--- config.mk ---
export PLATFORM = sky130hd
export DESIGN_NAME = main_ctrl_fsm
export DESIGN_NICKNAME = d
export VERILOG_FILES = /design/src/rtl/cpu_ctrl_pkg.sv /design/src/rtl/main_ctrl_fsm.sv
export SDC_FILE = /design/constraint.sdc
export NUM_CORES = 1
export LEC_CHECK = 0
export ABC_AREA = 1
export BUFFER_PORTS_ARGS = -buffer_cell sky130_fd_sc_hd__buf_2
export CAP_MARGIN = 10
export CORE_MARGIN = 2
export CORE_UTILIZATION = 39
export DETAILED_ROUTE_END_ITERATION = 10
export PLACE_DENSITY_LB_ADDON = 0.2
export RECOVER_POWER = 25
export SYNTH_ARGS = -nofsm -noshare
export SYNTH_HDL_FRONTEND = slang
export SYNTH_SLANG_ARGS = --single-unit
--- constraint.sdc ---
create_clock -name clk -period 1.04 [get_ports clk]
set_clock_uncertainty 0.05 [all_clocks]
set_input_delay 0.052 -clock clk [delete_from_list [all_inputs] [get_ports clk]]
set_output_delay 0.052 -clock clk [all_outputs]
set_load 0.03 [all_outputs]
--- src/rtl/cpu_ctrl_pkg.sv ---
// ---------------------------------------------------------------------------
// cpu_ctrl_pkg
// Shared control definitions for the multicycle CPU: the main control FSM
// state encoding, the opcodes it decodes, the datapath select encodings
// (ALUSrcA / ALUSrcB / ResultSrc / AluOp) and the DECODE dispatch function.
//
// Optional feature macro: LUI_EN adds the LUI state and the 0110111 opcode.
// ---------------------------------------------------------------------------
package cpu_ctrl_pkg;

  typedef enum logic [3:0] {
    S_FETCH    = 4'd0,
    S_DECODE   = 4'd1,
    S_MEMADR   = 4'd2,
    S_MEMREAD  = 4'd3,
    S_MEMWB    = 4'd4,
    S_MEMWRITE = 4'd5,
    S_EXECUTER = 4'd6,
    S_EXECUTEI = 4'd7,
    S_ALUWB    = 4'd8,
    S_BEQ      = 4'd9,
    S_JAL      = 4'd10
`ifdef LUI_EN
    , S_LUI    = 4'd11
`endif
  } state_t;

  // Opcodes
  localparam logic [6:0] OP_LOAD  = 7'b0000011;
  localparam logic [6:0] OP_STORE = 7'b0100011;
  localparam logic [6:0] OP_RTYPE = 7'b0110011;
  localparam logic [6:0] OP_ITYPE = 7'b0010011;
  localparam logic [6:0] OP_BEQ   = 7'b1100011;
  localparam logic [6:0] OP_JAL   = 7'b1101111;
`ifdef LUI_EN
  localparam logic [6:0] OP_LUI   = 7'b0110111;
`endif

  // ALU operand A select
  localparam logic [1:0] SRCA_PC    = 2'b00;
  localparam logic [1:0] SRCA_OLDPC = 2'b01;
  localparam logic [1:0] SRCA_RS1   = 2'b10;
  localparam logic [1:0] SRCA_ZERO  = 2'b11;

  // ALU operand B select
  localparam logic [1:0] SRCB_RS2  = 2'b00;
  localparam logic [1:0] SRCB_IMM  = 2'b01;
  localparam logic [1:0] SRCB_FOUR = 2'b10;

  // Result bus select
  localparam logic [1:0] RES_ALUOUT = 2'b00;
  localparam logic [1:0] RES_DATA   = 2'b01;
  localparam logic [1:0] RES_ALURES = 2'b10;

  // AluOp class handed to alu_decoders
  localparam logic [1:0] ALUOP_ADD    = 2'b00;
  localparam logic [1:0] ALUOP_BRANCH = 2'b01;
  localparam logic [1:0] ALUOP_FUNCT  = 2'b10;

  // State entered from DECODE for a given opcode; S_FETCH means unsupported.
  function automatic state_t decode_target(input logic [6:0] opcode);
    state_t tgt;
    case (opcode)
      OP_LOAD, OP_STORE: tgt = S_MEMADR;
      OP_RTYPE:          tgt = S_EXECUTER;
      OP_ITYPE:          tgt = S_EXECUTEI;
      OP_BEQ:            tgt = S_BEQ;
      OP_JAL:            tgt = S_JAL;
`ifdef LUI_EN
      OP_LUI:            tgt = S_LUI;
`endif
      default:           tgt = S_FETCH;
    endcase
    return tgt;
  endfunction

endpackage

--- src/rtl/main_ctrl_fsm.sv ---
// ---------------------------------------------------------------------------
// main_ctrl_fsm
// Main control state machine of the multicycle CPU. Sequences fetch, decode,
// memory, ALU, branch and jump steps and drives the datapath enables/selects.
//
// Ports:
//   clk        in   system clock, rising edge
//   rst_n      in   asynchronous active-low reset
//   op[6:0]    in   opcode from the instruction register
//   mem_ready  in   memory completes the current access this cycle
//   AdrSrc, IRWrite, PCUpdate, RegWrite, MemWrite, Branch   out  enables/selects
//   ALUSrcA[1:0], ALUSrcB[1:0], ResultSrc[1:0], AluOp[1:0] out  datapath selects
//   illegal_op out  one-cycle pulse in DECODE for an unsupported opcode
//   retire     out  one-cycle pulse on the cycle an instruction completes
//
// Optional feature macro: LUI_EN (adds the LUI state).
// ---------------------------------------------------------------------------
module main_ctrl_fsm
  import cpu_ctrl_pkg::*;
(
  input  logic       clk,
  input  logic       rst_n,
  input  logic [6:0] op,
  input  logic       mem_ready,
  output logic       AdrSrc,
  output logic       IRWrite,
  output logic       PCUpdate,
  output logic       RegWrite,
  output logic       MemWrite,
  output logic       Branch,
  output logic [1:0] ALUSrcA,
  output logic [1:0] ALUSrcB,
  output logic [1:0] ResultSrc,
  output logic [1:0] AluOp,
  output logic       illegal_op,
  output logic       retire
);

  state_t state;
  state_t next_state;

  // Raw enables before reset gating
  logic ir_write;
  logic pc_update;
  logic reg_write;
  logic mem_write;
  logic branch;
  logic illegal;
  logic done;

  // State register
  always_ff @(posedge clk or negedge rst_n) begin
    if (!rst_n) begin
      state <= S_FETCH;
    end else begin
      state <= next_state;
    end
  end

  // Next-state logic
  always_comb begin
    next_state = state;
    case (state)
      S_FETCH:    next_state = mem_ready ? S_DECODE : S_FETCH;
      S_DECODE:   next_state = decode_target(op);
      S_MEMADR:   next_state = (op == OP_LOAD) ? S_MEMREAD : S_MEMWRITE;
      S_MEMREAD:  next_state = mem_ready ? S_MEMWB : S_MEMREAD;
      S_MEMWB:    next_state = S_FETCH;
      S_MEMWRITE: next_state = mem_ready ? S_FETCH : S_MEMWRITE;
      S_EXECUTER: next_state = S_ALUWB;
      S_EXECUTEI: next_state = S_ALUWB;
      S_ALUWB:    next_state = S_FETCH;
      S_BEQ:      next_state = S_FETCH;
      S_JAL:      next_state = S_ALUWB;
`ifdef LUI_EN
      S_LUI:      next_state = S_ALUWB;
`endif
      default:    next_state = S_FETCH;
    endcase
  end

  // Output decode per state
  always_comb begin
    AdrSrc    = 1'b0;
    ir_write  = 1'b0;
    pc_update = 1'b0;
    reg_write = 1'b0;
    mem_write = 1'b0;
    branch    = 1'b0;
    illegal   = 1'b0;
    done      = 1'b0;
    ALUSrcA   = SRCA_PC;
    ALUSrcB   = SRCB_RS2;
    ResultSrc = RES_ALUOUT;
    AluOp     = ALUOP_ADD;
    case (state)
      S_FETCH: begin
        ALUSrcB   = SRCB_FOUR;
        ResultSrc = RES_ALURES;
        ir_write  = mem_ready;
        pc_update = mem_ready;
      end
      S_DECODE: begin
        ALUSrcA = SRCA_OLDPC;
        ALUSrcB = SRCB_IMM;
        illegal = (decode_target(op) == S_FETCH);
      end
      S_MEMADR: begin
        ALUSrcA = SRCA_RS1;
        ALUSrcB = SRCB_IMM;
      end
      S_MEMREAD: begin
        AdrSrc = 1'b1;
      end
      S_MEMWB: begin
        ResultSrc = RES_DATA;
        reg_write = 1'b1;
        done      = 1'b1;
      end
      S_MEMWRITE: begin
        AdrSrc    = 1'b1;
        mem_write = 1'b1;
        done      = mem_ready;
      end
      S_EXECUTER: begin
        ALUSrcA = SRCA_RS1;
        AluOp   = ALUOP_FUNCT;
      end
      S_EXECUTEI: begin
        ALUSrcA = SRCA_RS1;
        ALUSrcB = SRCB_IMM;
        AluOp   = ALUOP_FUNCT;
      end
      S_ALUWB: begin
        reg_write = 1'b1;
        done      = 1'b1;
      end
      S_BEQ: begin
        ALUSrcA = SRCA_RS1;
        AluOp   = ALUOP_BRANCH;
        branch  = 1'b1;
        done    = 1'b1;
      end
      S_JAL: begin
        ALUSrcA   = SRCA_OLDPC;
        ALUSrcB   = SRCB_FOUR;
        pc_update = 1'b1;
      end
`ifdef LUI_EN
      S_LUI: begin
        ALUSrcA = SRCA_ZERO;
        ALUSrcB = SRCB_IMM;
      end
`endif
      default: begin
        AdrSrc = 1'b0;
      end
    endcase
  end

  // Enables are forced low for as long as reset is held, not just at the edge
  assign IRWrite    = ir_write  & rst_n;
  assign PCUpdate   = pc_update & rst_n;
  assign RegWrite   = reg_write & rst_n;
  assign MemWrite   = mem_write & rst_n;
  assign Branch     = branch    & rst_n;
  assign illegal_op = illegal   & rst_n;
  assign retire     = done      & rst_n;

endmodule

* Word level (Yosys, flattened, before mapping)
Index checks and enable logic that the tools add are counted.
** Word-level totals
- Logic and storage cells :: 55
- Flip-flop bits (word level) :: 4
- Input port bits :: 10
** Operators by class
- Reduce and logical (&&, ||, !) cells :: 12
- Bitwise logic cells :: 7
- Equal/unequal tests :: 16
- Mux-type cells :: 19
** Operators by type and width (number)
- case mux 4 bit (6 select lines) :: 1
- case mux 4 bit (5 select lines) :: 1
- == test 4 x 3 -> 1 bit, second input constant :: 4
- case mux 2 bit (2 select lines) :: 4
- == test 7 x 6 -> 1 bit, second input constant :: 2
- == test 7 bit, second input constant :: 2
- == test 4 bit, second input constant :: 3
- OR reduction 2 bit :: 6
- 2-to-1 mux 3 bit :: 3
- OR reduction 3 bit :: 3
- == test 4 x 2 -> 1 bit, second input constant :: 2
- zero test 4 bit :: 2
- bitwise AND 1 bit :: 7
- == test 7 x 2 -> 1 bit, second input constant :: 1
- == test 7 x 5 -> 1 bit, second input constant :: 1
- 2-to-1 mux 1 bit :: 7
- == test 4 x 1 -> 1 bit, second input constant :: 1
- 2-to-1 mux 4 bit :: 1
- case mux 1 bit (2 select lines) :: 2
- OR reduction 4 bit :: 1

* Logic depth before layout (Yosys ltp)
Gate-level depths: netlist of run 1.
- Depth after elaboration :: 7
- Mapped depth :: 7

* Least setup slack after synthesis of run 1
OpenSTA, ideal clock, no wires.
- Path kind :: flip-flop to output port
- Start :: register state[3]
- End :: output port ALUSrcA[1]
- Slack :: -0.459 ns
- Cell stages (with the launch flop) :: 6
- Required time :: 0.938 ns
- Arrival time :: 1.397 ns
- Buffers on the path :: 0
- Path through :: dfrtp_1 > inv_2 > nand2_1 > nor2_1 > nor2_1 > nand2_1
** Between the ends
- Longest elaborated chain between the ends :: 3
- Elaborated cells between the ends (all ways) :: 9
** Ends and longest elaborated chain
- from (decl) :: line main_ctrl_fsm.sv:39 : state_t state;
- from (signal assigned) :: line main_ctrl_fsm.sv:56 : state <= next_state;
- == test 4 x 3 -> 1 bit, or another cell as far along :: line main_ctrl_fsm.sv:96 : case (state)
- OR reduction 4 bit (no source line) or OR reduction 2 bit (tied branches)
- case mux 2 bit (2 select lines) * :: line main_ctrl_fsm.sv:96
- to (decl) :: line main_ctrl_fsm.sv:31 : output logic [1:0] ALUSrcA,
Mark *: on every way between the ends. The rest lies on a longest branch, timed or not.

* Worst setup path after layout of run 1
- Start :: register state[3]
- End :: output port PCUpdate
** Between the ends
- Longest elaborated chain between the ends :: 3
- Elaborated cells between the ends (all ways) :: 4
** Ends and longest elaborated chain
- == test 4 bit or zero test 4 bit (tied branches) :: line main_ctrl_fsm.sv:96
- case mux 1 bit (2 select lines) * :: line main_ctrl_fsm.sv:96
- bitwise AND 1 bit * :: line main_ctrl_fsm.sv:163 : assign PCUpdate = pc_update & rst_n;
- to (decl) :: line main_ctrl_fsm.sv:27 : output logic PCUpdate,
Marks and branches as above.

==> impl_metrics.prom, run 1 <==
# TYPE chip_impl_metric gauge
chip_impl_metric{name="power_switching_share",unit=""} 0.451
chip_impl_metric{name="htree_levels",unit=""} 1
chip_impl_metric{name="timing.final.crit_share",unit=""} 1.60
chip_impl_metric{name="gr-total-overflow",unit=""} 0
chip_impl_metric{name="place_congestion",unit=""} 0.797
chip_impl_info{name="holdCritPathClass",value="in2reg"} 1
chip_impl_metric{name="synth_seq_area_share",unit=""} 0.191
chip_impl_metric{name="core",unit="sq mm"} 0.00128
chip_impl_info{name="top_regs",value="state (4)"} 1
chip_impl_metric{name="timing.setup.tns",unit="ns"} -10.17
chip_impl_metric{name="worst_hold_path.num_cells",unit=""} 5
chip_impl_metric{name="timing.reg2reg.worst_path_depth",unit=""} 7
chip_impl_metric{name="wirelength_per_cell",unit="um"} 22.5
chip_impl_metric{name="cts-buffers-inserted",unit=""} 3
chip_impl_info{name="outcome",value="finished, violations left"} 1
chip_impl_metric{name="pwr-share-seq",unit=""} 0.197
chip_impl_metric{name="drc",unit=""} 0
chip_impl_metric{name="final_critical_path_time_including_i_o_delays_and_setup",unit="ns"} 1.67
chip_impl_metric{name="hold_viol_final",unit=""} 0
chip_impl_metric{name="synthesis.instances",unit=""} 102
chip_impl_metric{name="endpoint_required_time_on_the_critical_path",unit="ns"} 0.94
chip_impl_metric{name="vdd.ir_drop.worst",unit="mV"} 0.797
chip_impl_metric{name="total_leakage_power",unit="nW"} 0.684
chip_impl_info{name="yosys.area.top_type",value="sky130_fd_sc_hd__nand2_1"} 1
chip_impl_info{name="failed_checks",value="setup timing"} 1
chip_impl_metric{name="design_power_total",unit="uW"} 912
chip_impl_metric{name="num_io_pins",unit=""} 26
chip_impl_metric{name="arrival",unit="ns"} 1.56
chip_impl_metric{name="yosysWarnings",unit=""} 0
chip_impl_metric{name="die_span_in_x",unit="um"} 40.7
chip_impl_info{name="tritoncts",value="done"} 1
chip_impl_info{name="cells_taking_the_most_area_after_synthesis",value="sky130_fd_sc_hd__nand2_1 22%, sky130_fd_sc_hd__dfrtp_1 19%, sky130_fd_sc_hd__inv_1 14%, sky130_fd_sc_hd__nor2_1 14%, sky130_fd_sc_hd__nand3_1 12%"} 1
chip_impl_metric{name="cts_max_path_buffers",unit=""} 2
chip_impl_metric{name="synth.top_cell.area_share",unit=""} 0.222
chip_impl_metric{name="post_synth_instance_area",unit="sq um"} 524
chip_impl_metric{name="worst_skew_pair.late_latency",unit="ns"} 0.24
chip_impl_metric{name="die_area",unit="sq mm"} 0.00165
chip_impl_metric{name="detail_route.iter0.violations",unit=""} 98
chip_impl_metric{name="syn_area_per_cell",unit="sq um"} 5.14
chip_impl_info{name="critPathCaptureType",value="output pin"} 1
chip_impl_metric{name="power_switching",unit="uW"} 411
chip_impl_metric{name="post-dp-hpwl",unit="um"} 1300
chip_impl_info{name="crit-reg2reg-capture",value="state[3]"} 1
chip_impl_metric{name="worst_slew_pin_tran",unit="ns"} 0.330
chip_impl_metric{name="clock_sink_count",unit=""} 4
chip_impl_metric{name="largest_register_ffs",unit=""} 4
chip_impl_info{name="timing.hold.worst.start",value="op[4]"} 1
chip_impl_metric{name="number_of_global_route_vias_before_repair",unit=""} 856
chip_impl_metric{name="detailroute.via_count",unit=""} 1089
chip_impl_metric{name="grt_max_degree",unit=""} 6
chip_impl_metric{name="clkTransAtPathRegs",unit="ns"} 0.06
chip_impl_info{name="reg2reg_from",value="state[3]"} 1
chip_impl_info{name="critical_path_class",value="reg2out"} 1
chip_impl_metric{name="power_density",unit="mW/mm^2"} 736
chip_impl_metric{name="drt-pass1-iter-count",unit=""} 6
chip_impl_metric{name="drt_wl_total",unit="um"} 3850
chip_impl_metric{name="dieHeight",unit="um"} 40.7
chip_impl_metric{name="drv.max_cap_violation_count",unit=""} 0
chip_impl_metric{name="layout.filler_cells",unit=""} 26
chip_impl_metric{name="io_buffers",unit=""} 25
chip_impl_metric{name="n_antenna_cell",unit=""} 0
chip_impl_metric{name="max_freq",unit="GHz"} 0.600
chip_impl_info{name="cp-startpoint",value="state[3]"} 1
chip_impl_metric{name="dpl.cell_count",unit=""} 155
chip_impl_info{name="regMostFlops",value="state"} 1
chip_impl_metric{name="antenna_found_initial",unit=""} 0
chip_impl_info{name="cts_root_buffer",value="sky130_fd_sc_hd__clkbuf_4"} 1
chip_impl_metric{name="wire_length_of_the_first_global_routing_pass",unit="um"} 3810
chip_impl_info{name="mostFrequentLayoutCell",value="sky130_fd_sc_hd__buf_6"} 1
chip_impl_metric{name="finalSetupViolations",unit=""} 20
chip_impl_metric{name="layout-area-overhead-vs-synth",unit="%"} 136
chip_impl_metric{name="row_count",unit=""} 13
chip_impl_info{name="grt_setup_unrepaired",value="true"} 1
chip_impl_metric{name="pwr-share-clk",unit=""} 0.236
chip_impl_metric{name="combPwrFrac",unit=""} 0.567
chip_impl_metric{name="fin_nets",unit=""} 168
chip_impl_metric{name="layout.cells.non_filler",unit=""} 171
chip_impl_metric{name="synthesis.nets",unit=""} 112
chip_impl_metric{name="power_report.internal_total",unit="uW"} 501
chip_impl_metric{name="ant_nets",unit=""} 0
chip_impl_metric{name="overall_track_demand_over_capacity_in_global_routing",unit=""} 0.349
chip_impl_metric{name="slew_headroom",unit=""} 0.779
chip_impl_metric{name="crit_fanout",unit=""} 5
chip_impl_metric{name="drive_gt1_frac",unit=""} 0.615
chip_impl_metric{name="yosys_register_bits",unit=""} 4
chip_impl_metric{name="layout_setup_ws",unit="ns"} -0.626
chip_impl_metric{name="final_max_slew_viol_count",unit=""} 0
chip_impl_metric{name="rrSetupSlack",unit="ns"} -0.44
chip_impl_info{name="hold-path-endpoint",value="state[2]"} 1
chip_impl_info{name="most_frequent_cells_in_the_layout",value="30 x sky130_fd_sc_hd__buf_6, 24 x sky130_fd_sc_hd__nand2_1, 13 x sky130_fd_sc_hd__nor2_4"} 1
chip_impl_metric{name="synth_cell_types",unit=""} 15
chip_impl_metric{name="initial_core_utilization",unit=""} 0.408
chip_impl_info{name="critical_path.startpoint_type",value="flip-flop"} 1
chip_impl_metric{name="drt-vias-per-instance",unit=""} 6.37
==> layout make-up <==
cell class / instances / area, sq um / area share
multi-input combinational: 77 / 532 / 0.429
timing repair buffer: 51 / 475 / 0.384
sequential: 4 / 104 / 0.0838
inverter: 21 / 86.3 / 0.0697
tap: 15 / 18.8 / 0.0152
clock buffer: 3 / 22.5 / 0.0182
==> cell families (layout without fill, tap and decap cells) <==
family,Yosys count,count (layout),synth area share
and+or+nand+nor,71,71,0.597
AOI/OAI and AO/OA,6,6,0.0621
buffers and inverters,21,75,0.150
DFF,4,4,0.191
==> power by group through the flow <==
stage / Combinational, mW / Sequential (mW) / Clock, mW
final: 0.517 / 0.180 / 0.215
after global routing: 0.534 / 0.180 / 0.216
after CTS: 0.403 / 0.175 / 0.186
after detailed placement: 0.317 / 0.172 / 0
after global placement: 0.312 / 0.172 / 0
after floorplan: 0.208 / 0.172 / 0
==> routing by layer <==
layer  GRT usage  wire [um]  vias to the layer above
li1            -          -                      423
met1       0.370       1200                      474
met2       0.655       1710                      135
met3      0.0652        554                       57
met4       0.158        386                        0
met5           0          0                        -
==> Yosys cell counts <==
cell	instances
sky130_fd_sc_hd__nand2_1	31
sky130_fd_sc_hd__inv_1	20
sky130_fd_sc_hd__nor2_1	19
sky130_fd_sc_hd__nand3_1	13
sky130_fd_sc_hd__dfrtp_1	4
sky130_fd_sc_hd__a21oi_1	3
sky130_fd_sc_hd__nor2_2	2
sky130_fd_sc_hd__nor2_4	2
sky130_fd_sc_hd__o21ai_0	2
sky130_fd_sc_hd__inv_2	1
sky130_fd_sc_hd__nand2_2	1
sky130_fd_sc_hd__nand3b_1	1
sky130_fd_sc_hd__nand4_1	1
sky130_fd_sc_hd__nor3_1	1
sky130_fd_sc_hd__o211ai_1	1
==> worst max-delay path by stage <==
stage	end	cells past startpoint	slack [ns]
3_5_place_dp	PCUpdate	4	-0.24
2_1_floorplan	retire	4	-0.26
5_1_grt	IRWrite	5	-0.66
6_report	PCUpdate	5	-0.63
3_3_place_gp	PCUpdate	4	-0.22
4_1_cts	illegal_op	6	-0.43
==> per-stage QoR <==
stage | setup WS (ns) | util | area (sq um) | hold WS, ns
after floorplan | -0.264 | - | 616 | -0.294
after global placement | -0.219 | 0.667 | 857 | -0.0955
after detailed placement | -0.244 | 0.667 | 857 | -0.0911
after CTS | -0.434 | 0.864 | 1110 | 0.142
after global routing | -0.661 | 0.964 | 1240 | 0.197
final | -0.626 | 0.964 | 1240 | 0.214
==> critical path, stage by stage, from the launching register on <==
cell and delay, ns:
sky130_fd_sc_hd__dfrtp_1 0.46, sky130_fd_sc_hd__nor2_4 0.25, sky130_fd_sc_hd__buf_4 0.18, sky130_fd_sc_hd__nand3_4 0.11
sky130_fd_sc_hd__a21oi_4 0.17, sky130_fd_sc_hd__buf_6 0.14
==> timing repair <==
action                     CTS  global route
buffers inserted             7             6
gates resized for setup     59            23
setup endpoints to repair   20            20
pin swaps                    8             9
hold endpoints to repair     4             0
hold buffers                 1             0
No activity file was read; power rests on OpenSTA's default activity.
==> run 2, diff against run 1 <==
- RECOVER_POWER: 25 -> not set
- clock period: 1.04 -> 1.6 ns (I/O delays scaled with it)
==> impl_metrics.prom, run 2 (same netlist as run 1, synthesis figures left out) <==
# TYPE chip_impl_metric gauge
chip_impl_metric{name="n_antenna_cell",unit=""} 0
chip_impl_metric{name="row_count",unit=""} 13
chip_impl_info{name="cpMaxStageDelayCell",value="sky130_fd_sc_hd__dfrtp_1"} 1
chip_impl_metric{name="initial_core_utilization",unit=""} 0.408
chip_impl_metric{name="detailroute.via_count",unit=""} 669
chip_impl_metric{name="ant_nets",unit=""} 0
chip_impl_metric{name="design_power_total",unit="uW"} 397
chip_impl_info{name="holdCritPathClass",value="in2async"} 1
chip_impl_metric{name="dpl.cell_count",unit=""} 142
chip_impl_info{name="regMostFlops",value="state"} 1
chip_impl_metric{name="timing.final.crit_share",unit=""} 0.948
chip_impl_info{name="mostFrequentLayoutCell",value="sky130_fd_sc_hd__nand2_1"} 1
chip_impl_metric{name="cts-buffers-inserted",unit=""} 3
chip_impl_info{name="tritoncts",value="done"} 1
chip_impl_metric{name="total_leakage_power",unit="nW"} 0.480
chip_impl_metric{name="wirelength_per_cell",unit="um"} 8.99
chip_impl_metric{name="drive_gt1_frac",unit=""} 0.305
chip_impl_metric{name="layout.cells.non_filler",unit=""} 146
chip_impl_metric{name="gr-total-overflow",unit=""} 0
chip_impl_metric{name="fin_hold_ws",unit="ns"} 0.161
chip_impl_metric{name="antenna_found_initial",unit=""} 0
chip_impl_metric{name="arrival",unit="ns"} 1.39
chip_impl_metric{name="drt-vias-per-instance",unit=""} 4.58
chip_impl_metric{name="drt_wl_total",unit="um"} 1310
chip_impl_metric{name="place_area",unit="sq um"} 668
chip_impl_metric{name="num_io_pins",unit=""} 26
chip_impl_metric{name="htree_levels",unit=""} 1
chip_impl_metric{name="crit_fanout",unit=""} 4
chip_impl_metric{name="power_density",unit="mW/mm^2"} 546
chip_impl_metric{name="vdd.ir_drop.worst",unit="mV"} 0.386
chip_impl_info{name="outcome",value="completed"} 1
chip_impl_info{name="top_regs",value="state (4)"} 1
chip_impl_metric{name="number_of_post_cts_setup_repair_buffers",unit=""} 0
chip_impl_info{name="critical_path_class",value="reg2out"} 1
chip_impl_info{name="most_frequent_cells_in_the_layout",value="29 x sky130_fd_sc_hd__nand2_1, 22 x sky130_fd_sc_hd__buf_2, 20 x sky130_fd_sc_hd__inv_1"} 1
chip_impl_info{name="critPathCaptureType",value="output pin"} 1
chip_impl_metric{name="endpoint_required_time_on_the_critical_path",unit="ns"} 1.47
chip_impl_metric{name="wire_length_of_the_first_global_routing_pass",unit="um"} 2000
chip_impl_metric{name="number_of_global_route_vias_before_repair",unit=""} 538
chip_impl_metric{name="layout.filler_cells",unit=""} 143
chip_impl_metric{name="layout-area-overhead-vs-synth",unit="%"} 38.7
chip_impl_info{name="grt_setup_unrepaired",value="true"} 1
chip_impl_metric{name="io_buffers",unit=""} 25
chip_impl_metric{name="finalSetupViolations",unit=""} 0
chip_impl_metric{name="overall_track_demand_over_capacity_in_global_routing",unit=""} 0.179
chip_impl_metric{name="largest_register_ffs",unit=""} 4
chip_impl_info{name="cts_root_buffer",value="sky130_fd_sc_hd__clkbuf_4"} 1
chip_impl_metric{name="drt-pass1-iter-count",unit=""} 4
chip_impl_metric{name="die_span_in_x",unit="um"} 40.7
chip_impl_metric{name="final_max_slew_viol_count",unit=""} 0
chip_impl_metric{name="worst_skew_pair.late_latency",unit="ns"} 0.23
chip_impl_metric{name="fin_nets",unit=""} 143
chip_impl_metric{name="core",unit="sq mm"} 0.00128
chip_impl_metric{name="post-dp-hpwl",unit="um"} 1120
chip_impl_metric{name="hold_viol_final",unit=""} 0
chip_impl_metric{name="worst_slew_pin_tran",unit="ns"} 0.240
chip_impl_metric{name="clock_sink_count",unit=""} 4
chip_impl_metric{name="grt_max_degree",unit=""} 8
chip_impl_metric{name="detail_route.iter0.violations",unit=""} 8
chip_impl_metric{name="drv.max_cap_violation_count",unit=""} 0
chip_impl_metric{name="die_area",unit="sq mm"} 0.00165
chip_impl_metric{name="timing.reg2reg.worst_path_depth",unit=""} 5
chip_impl_metric{name="final_critical_path_time_including_i_o_delays_and_setup",unit="ns"} 1.52
chip_impl_info{name="critical_path.startpoint_type",value="flip-flop"} 1
chip_impl_metric{name="slew_headroom",unit=""} 0.839
chip_impl_metric{name="cts_max_path_buffers",unit=""} 2
chip_impl_metric{name="max_freq",unit="GHz"} 0.659
chip_impl_metric{name="cpPeakStageDelay",unit="ns"} 0.40
chip_impl_metric{name="clkTransAtPathRegs",unit="ns"} 0.04
chip_impl_metric{name="final_design_area_no_fill",unit="sq um"} 727
chip_impl_metric{name="drc",unit=""} 0
chip_impl_metric{name="dieHeight",unit="um"} 40.7
chip_impl_info{name="crit_chain",value="inv_1, nand2_1, inv_1, nand2_1, a21oi_1, buf_4"} 1
chip_impl_metric{name="place_congestion",unit=""} 0.827
==> run 2: worst paths after layout <==
path | from | end | slack [ns]
setup / recovery | state[0] | PCUpdate | 0.08
hold / removal | rst_n | state[0] | 0.16
setup reg to reg | state[1] | state[0] | 0.46
hold reg to reg | state[2] | state[1] | 0.67
max in group asynchronous | rst_n | state[2] | 1.17
min in group clk | op[6] | state[1] | 0.18
==> run 2: metal layers <==
metal | global-route usage | vias up | routed length [um]
met5 | 0 | - | 0
met4 | 0 | 0 | 0
met3 | 0.0489 | 0 | 66
met2 | 0.349 | 17 | 646
met1 | 0.203 | 280 | 600
li1 | - | 372 | -
==> run 2: area by class of cell <==
class / instances / area [sq um] / area share
well taps: 15 / 18.8 / 0.0258
clock buffers: 3 / 22.5 / 0.0310
repair buffers: 26 / 143 / 0.196
multi-input cells: 77 / 363 / 0.499
inverters: 21 / 78.8 / 0.108
flip-flops and latches: 4 / 101 / 0.139
==> run 2: worst max-delay path, delay by kind of cell (launching register included) <==
| family | cells | cell delay (ns) |
|---|---|---|
| AND/OR/NAND/NOR | 2 | 0.20 |
| buffers and inverters | 3 | 0.40 |
| flip-flops | 1 | 0.40 |
| AO/OA/AOI/OAI | 1 | 0.16 |
==> run 2: stage by stage <==
step	setup slack (ns)	utilization	TNS, ns
3_5_place_dp	0.295	0.520	0
3_3_place_gp	0.297	0.520	0
2_1_floorplan	0.0730	-	0
6_report	0.0832	0.566	0
5_1_grt	-0.00267	0.566	-0.00267
4_1_cts	0.0400	0.545	0
==> run 2: what timing repair did <==
item | CTS | global route
gates resized for setup | 0 | 10
hold buffers | 1 | 0
endpoints found under the setup margin | 0 | 4
hold endpoints to repair | 4 | 0
==> run 2: where the power goes <==
group	leakage [nW]	internal, mW	total, mW	switching (mW)
combinational	0.413	0.0502	0.165	0.115
sequential	0.0526	0.106	0.112	0.00552
clock	0.0138	0.0835	0.120	0.0360
